<file path="src/rtl/mult_div_seq.sv">
// Sequential 32x32 multiply / divide unit (MIPS HI/LO style).
// Shift-add multiply and restoring divide: one step per cycle, then a sign fix-up cycle.
module mult_div_seq (
  input  logic        Clk,
  input  logic        Reset,
  input  logic        Start,
  input  logic [1:0]  Op,
  input  logic [31:0] A,
  input  logic [31:0] B,
  output logic        Busy,
  output logic        Done,
  output logic        DivZero,
  output logic [31:0] Hi,
  output logic [31:0] Lo
);

  typedef enum logic [1:0] {IDLE, RUN, FIX, DONE} state_t;

  state_t      state, state_nxt;
  logic [4:0]  cnt;
  logic        is_div;
  logic        neg_a, neg_b;
  logic [31:0] bop;
  logic [63:0] acc;

  // Op[0] set means unsigned; Op[1] set means divide
  logic        a_neg, b_neg, div_zero_req;
  logic [31:0] a_abs, b_abs;

  assign a_neg        = ~Op[0] & A[31];
  assign b_neg        = ~Op[0] & B[31];
  assign a_abs        = a_neg ? -A : A;
  assign b_abs        = b_neg ? -B : B;
  assign div_zero_req = Op[1] && (B == 32'd0);
  assign Busy         = (state != IDLE);

  // Multiply step: low half holds the remaining multiplier bits, high half the running sum.
  logic [32:0] mul_sum;
  logic [63:0] mul_next;
  assign mul_sum  = {1'b0, acc[63:32]} + {1'b0, bop};
  assign mul_next = acc[0] ? {mul_sum, acc[31:1]} : {1'b0, acc[63:1]};

  // Divide step: high half is the remainder, low half shifts dividend out and quotient in.
  logic [32:0] div_part;
  logic        div_ge;
  logic [31:0] div_sub;
  logic [63:0] div_next;
  assign div_part = {acc[63:32], acc[31]};
  assign div_ge   = (div_part >= {1'b0, bop});
  assign div_sub  = div_part[31:0] - bop;
  assign div_next = div_ge ? {div_sub, acc[30:0], 1'b1}
                           : {div_part[31:0], acc[30:0], 1'b0};

  logic [63:0] prod_fix;
  logic [31:0] fix_hi, fix_lo;
  always_comb begin
    prod_fix = (neg_a ^ neg_b) ? -acc : acc;
    fix_hi   = prod_fix[63:32];
    fix_lo   = prod_fix[31:0];
    if (is_div) begin
      fix_lo = (neg_a ^ neg_b) ? -acc[31:0] : acc[31:0];
      fix_hi = neg_a ? -acc[63:32] : acc[63:32];
    end
  end

  always_ff @(posedge Clk or posedge Reset) begin
    if (Reset) state <= IDLE;
    else       state <= state_nxt;
  end

  always_comb begin
    state_nxt = state;
    case (state)
      IDLE: if (Start) state_nxt = div_zero_req ? DONE : RUN;
      RUN:  if (cnt == 5'd31) state_nxt = FIX;
      FIX:  state_nxt = DONE;
      DONE: state_nxt = IDLE;
      default: state_nxt = IDLE;
    endcase
  end

  always_ff @(posedge Clk or posedge Reset) begin
    if (Reset) begin
      cnt     <= 5'd0;
      is_div  <= 1'b0;
      neg_a   <= 1'b0;
      neg_b   <= 1'b0;
      bop     <= 32'd0;
      acc     <= 64'd0;
      Hi      <= 32'd0;
      Lo      <= 32'd0;
      Done    <= 1'b0;
      DivZero <= 1'b0;
    end else begin
      Done    <= (state_nxt == DONE);
      DivZero <= (state == IDLE) && Start && div_zero_req;
      case (state)
        IDLE: if (Start) begin
          cnt    <= 5'd0;
          is_div <= Op[1];
          neg_a  <= a_neg;
          neg_b  <= b_neg;
          bop    <= b_abs;
          acc    <= {32'd0, a_abs};
        end
        RUN: begin
          cnt <= cnt + 5'd1;
          acc <= is_div ? div_next : mul_next;
        end
        FIX: begin
          Hi <= fix_hi;
          Lo <= fix_lo;
        end
        default: ;
      endcase
    end
  end

endmodule

</file>
<file path="config.mk">
export PLATFORM = sky130hd
export DESIGN_NAME = mult_div_seq
export DESIGN_NICKNAME = d
export VERILOG_FILES = /design/src/rtl/mult_div_seq.sv
export SDC_FILE = /design/constraint.sdc
export NUM_CORES = 1
export LEC_CHECK = 0
export ABC_AREA = 1
export BUFFER_PORTS_ARGS = -buffer_cell sky130_fd_sc_hd__buf_2
export CORE_ASPECT_RATIO = 1.25
export CORE_MARGIN = 1.5
export CORE_UTILIZATION = 50
export DETAILED_ROUTE_END_ITERATION = 16
export HOLD_SLACK_MARGIN = 0.15
export PLACE_DENSITY = 0.71
export SKIP_CTS_REPAIR_TIMING = 1
export SLEW_MARGIN = 20
export SYNTH_ARGS = -nofsm -noshare
export SYNTH_HDL_FRONTEND = slang
export SYNTH_SLANG_ARGS = --single-unit
</file>
<file path="constraint.sdc">
create_clock -name Clk -period 9.4 [get_ports Clk]
set_clock_uncertainty 0.15 [all_clocks]
set_input_delay 0.94 -clock Clk [delete_from_list [all_inputs] [get_ports Clk]]
set_output_delay 0.94 -clock Clk [all_outputs]
set_load 0.005 [all_outputs]
</file>
---- After elaboration in Yosys (flattened, before gate mapping) ----
Index checks and enable logic that the tools add are counted.
word-level totals
  register bits after elaboration ......... 172
  input bits .............................. 69
  output and inout bits ................... 67
  word-level logic and storage cells ...... 57
cells by class
  add/sub/neg operators ................... 8
  $lt $le $gt $ge ......................... 1
  equal/unequal tests ..................... 6
  multiplexer cells ....................... 18
  bitwise operators ....................... 4
  reduce and logical (&&, ||, !) cells .... 9
operator list
  operator             number
  $mux 64              5
  $mux 32              6
  $neg 32->32          4
  $pmux 64 s2          1
  $neg 64->64          1
  $add 32x32->33       1
  $ge 33x32->1         1
  $logic_not 32->1     1
  $sub 32x32->32       1
  $pmux 5 s2           1
  $pmux 2 s4           1
  $eq 2x2->1 const B   3
  $mux 2               3
  $add 5x1->5 const B  1
  $eq 5x5->1 const B   1
  $mux 5               1
  $reduce_and 2->1     2
  $reduce_bool 2->1    2
  $logic_and 1x1->1    3
  $and 1x1->1          2
  $eq 2x1->1 const B   1
  $logic_not 2->1      1
  $ne 2x2->1 const B   1
  $not 1->1            1
  $xor 1x1->1          1

---- Depth between registers and ports, before layout ----
  depth in word-level cells ............... 6
  depth in mapped cells ................... 18
  mapped depth without buffers ............ 18

---- Worst setup path after synthesis ----
OpenSTA, ideal clock, no wires.
  path type ............................... register to register
  start ................................... register acc[0]
  end ..................................... register Hi[16]
  library setup time ...................... 0.118 ns
  arrival time ............................ 2.385 ns
  data required time ...................... 9.132 ns
  slack ................................... 6.747 ns
  cell stages (with the launch flop) ...... 15
  path buffers ............................ 3
  clock period less this slack ............ 2.653 ns
  path through ............................ dfrtp_1 -> inv_1 -> clkbuf_1 -> clkbuf_1 -> ha_1 -> nand3_1 -> nor2_4 -> nand3_1 -> nor2_2 -> nand4_1 -> nand2_2 -> buf_4 -> nand4_1 -> nand3_1 -> nand2_1
between the ends
  longest elaborated chain between the ends .. 3
RTL lines
  item                    RTL line  source
  from (decl)             24        logic [63:0] acc;
  from (signal assigned)  104       acc <= {32'd0, a_abs};
  from (signal assigned)  108       acc <= is_div ? div_next : mul_next;
  $neg 64->64             57        prod_fix = (neg_a ^ neg_b) ? -acc : acc;
  $mux 64                 57
  $mux 32                 60        if (is_div) begin
  to (signal assigned)    111       Hi <= fix_hi;
  to (decl)               13        output logic [31:0] Hi,
No other way between the ends.
A chain may end at the register's enable or synchronous reset.

---- Worst setup path after layout ----
  start ................................... register acc[31]
  end ..................................... register acc[60]
between the ends
  longest elaborated chain between the ends .. 4
  elaborated cells on any way between the ends .. 5
  those cells by class .................... add/sub: 1; order compare: 1; mux: 3
RTL lines
  item                                            RTL line  source
  $sub 32x32->32 or $ge 33x32->1 (tied branches)  50, 49
  $mux 64 (*)                                     51        assign div_next = div_ge ? {div_sub, acc[30:0], 1'b1}
  $mux 64 (*)                                     108
  $pmux 64 s2 (*)                                 97        case (state)
Every way passes the cells marked *; elsewhere a longest branch is shown, timed or not.

==> metrics.yaml <==
die:
  floorplan.initialDensity_pct: 51.0
  die_w_um: 169
  core_area_sq_mm: 0.0337
  die_area_sq_mm: 0.0355
  std_cell_rows: 75
  die_h_um: 210
  boundaryPins: 136
critical_path:
  critical_path.cell_chain: "inv_1 -> ha_1 -> inv_1 -> fa_1 -> nand2_1 -> nand2_1 -> nand2_1 -> nand2_1 -> nand2_1 -> nand2_1 -> nand2_1 -> nand2_1 -> nand2_1 -> nand3_1 -> nand2_1 -> nand3_1 -> nand2_1"
  critPathCapture: "acc[60]$_DFFE_PP0P_"
  r2r_end: "acc[60]$_DFFE_PP0P_"
  cp_data_required_time_ns: 9.66
  reg2reg_slack_ns: 6.14
  critical_path_class: "flop to flop"
  cp.depth: 17
  rr_startpoint: "acc[31]$_DFFE_PP0P_"
  cp_top_family: "simple AND/OR/NAND/NOR gates"
  start_kind: "flop"
  cp_max_fo: 5
  crit_path_max_incr_delay_ns: 0.50
  worstPathBufferInverterCount: 2
  worst_r2r_path_depth: 17
  worst_setup_ep_type: "flop"
  path_common_cell: "nand2_1"
  worst-endpoint-arrival_ns: 3.52
  worst_path_max_delay_cell: "dfrtp_1"
  worst_setup_path_startpoint: "acc[31]$_DFFE_PP0P_"
synthesis:
  synth-async-reset-ratio_pct: 100
  synthesis.instances: 2948
  synth_compound_area_share_pct: 13.4
  synthTopCellsByCount: "nand2_1, inv_1, nor2_1"
  muxShareOfSynthArea_pct: 0
  main_combinational_cell_family_by_area_after_synthesis: "simple AND/OR/NAND/NOR gates"
  synth.top_cells.by_area: "dfrtp_1, nand2_1, inv_1"
  synth_simple_gate_area_share_pct: 40.5
  synth_largest_area_cell: "dfrtp_1"
  yosys_register_bits: 172
  synth_area_per_cell_sq_um: 5.83
  synthesized_area_fraction_occupied_by_adder_cells_pct: 5.33
  synth-xor-area-share_pct: 3.82
  synth-seq-area-share_pct: 25.0
  synthDistinctLibCells: 45
  syn-cell-area_sq_mm: 0.0172
  synth-main-ff-cell: "dfrtp_1"
  yosys_warnings: 0
  synth_most_common_cell: "nand2_1"
  synthesis.nets: 3089
  share_of_the_synthesized_area_in_the_top_cell_type_pct: 25.0
  synth-edff-count: 0
drt:
  drt-vias-per-instance: 5.59
  post-route-drc-count: 0
  drtIter0Drc: 1717
  routed_wl_um: 65600
  postRouteAntennaNets: 0
  drt_pass1_iterations: 6
  detail_route.wl_per_cell_um: 18.9
  vias: 19400
timing:
  slew_headroom_pct: 28.6
  worstMarginPinSlew_ns: 1.07
  timing.hold.ws_ns: 0.325
  finalWorstSetupSlack_ns: 6.14
  totalNegativeSetupSlack_ns: 0
  setup_viol: 0
  timing_max_transition_violations_final: 0
  final_min_period_ns: 3.26
  rsz_0062_raised_after_global_routing: "false"
  max_freq_mhz: 307
  timing_hold_violations_final: 0
  final.period_utilization_pct: 34.7
clock_tree:
  root_buffer: "clkbuf_16"
  clock_path_buffers: 2
  clk_pin_slew_ns: 0.08
  number_of_cts_inserted_buffers: 17
  clk-insertion-delay-late_ns: 0.47
  cts_tree: "done"
  cts.sinks: 172
  ctsHtreeMaxLevel: 4
global_routing:
  number_of_global_route_vias_before_repair: 18400
  grt_max_degree: 90
  grt_pass1_wl_um: 101000
  antenna_found_initial: 0
  track_usage_pct: 37.3
  grt.overflow.total: 0
pwr:
  power_per_cell_area_mw_per_mm2: 437
  vdd.ir_drop.worst_mv: 0.432
  leakage_nw: 10.1
job:
  drv.max_cap_violation_count: 0
final_layout:
  post_route_cells_drive_above_1_share_pct: 8.55
  syn2layout_area_growth_pct: 9.33
  nNetsFinal: 3170
  layout.cell_area.non_filler_sq_mm: 0.0188
  num_antenna_cells: 0
worst_hold_path:
  worstHoldPathType: "flop to flop"
placed_design:
  io_buffer_count: 135
  post-place-ws_ns: 6.04
  dp_hpwl_um: 52800
  globalplace.congestion: 1.06
  dpl_cell_area_sq_mm: 0.0182
run_status:
  outcome: "completed"
==> routing by layer <==
metal,routed length (um),GRT usage [%],up-vias
met3,4420,3.92,186
met1,26600,45.8,8914
met5,0,0,-
li1,-,-,9523
met2,31100,64.3,760
met4,3470,19.9,0
==> cell usage in the layout, fill, tap and decap left out, types with 5 or more instances in the layout <==
cell type / count
nand2_1: 1005
inv_1: 411
nor2_1: 281
nand3_1: 244
dfrtp_1: 171
o21ai_0: 171
a21oi_1: 159
buf_2: 135
ha_1: 70
xor2_1: 63
nand4_1: 41
nor3_1: 30
o21ai_1: 27
inv_2: 23
a31oi_1: 22
nor2_2: 20
nand3b_1: 19
buf_4: 18
clkbuf_16: 17
o211ai_1: 13
xnor2_1: 12
nand2_2: 8
nor2_4: 7
a22oi_1: 7
clkinv_1: 6
inv_6: 6
o211ai_2: 6
o21bai_1: 5
==> tightest hold or removal path: cells and delay by family (launching register included) <==
kind          cells  cell delay [ns]
flops             1             0.34
simple gates      2             0.10
==> layout make-up <==
class | count | area [sq um]
fill | 3541 | 14900
multi-input combinational | 2244 | 10900
sequential | 172 | 4310
inverter | 441 | 1660
timing repair buffer | 153 | 811
tap | 423 | 529
clock buffer | 17 | 425
clock inverter | 15 | 199
==> flip-flops by register name, summed over array words and instances, names as in the netlist <==
register,flops
Done,1
is_div,1
state,2
bop,32
Lo,32
cnt,5
DivZero,1
neg_a,1
Hi,32
neg_b,1
acc,64
==> where the power goes <==
group	total, mW	internal (mW)	switching, mW
registers	1.55	1.06	0.489
logic	5.89	1.90	3.99
clock network	0.781	0.406	0.375
total	8.22	3.37	4.85
==> logic make-up (layout without fill, tap and decap cells) <==
| family | after synthesis | in the layout |
|---|---|---|
| AOI/OAI and AO/OA | 424 | 424 |
| xor gates and xnor gates | 75 | 75 |
| adders and majority gates | 72 | 72 |
| buffers and inverters | 532 | 626 |
| DFF | 172 | 172 |
| and+or+nand+nor | 1673 | 1673 |
==> through the flow <==
step | instances | util [%] | total power [mW]
CTS | 3465 | 55.8 | 8.07
detailed placement | 3433 | 53.9 | 7.27
finish | 3465 | 55.8 | 8.22
floorplan | 2948 | - | 5.58
global placement | 3433 | 53.9 | 7.21
global route | 3465 | 55.8 | 8.99
==> worst min-delay path by stage <==
stage                               to  cells after the start  slack, ns                from
floorplan           Hi[18]$_DFFE_PP0P_                      2       0.32  Hi[18]$_DFFE_PP0P_
global placement     Hi[5]$_DFFE_PP0P_                      2       0.31   Hi[5]$_DFFE_PP0P_
detailed placement  Hi[23]$_DFFE_PP0P_                      2       0.31  Hi[23]$_DFFE_PP0P_
CTS                 Hi[19]$_DFFE_PP0P_                      2       0.33  Hi[19]$_DFFE_PP0P_
global route        Hi[21]$_DFFE_PP0P_                      2       0.35  Hi[21]$_DFFE_PP0P_
finish              Hi[13]$_DFFE_PP0P_                      2       0.33  Hi[13]$_DFFE_PP0P_
Note: power is estimated with default switching activity, not from simulation.
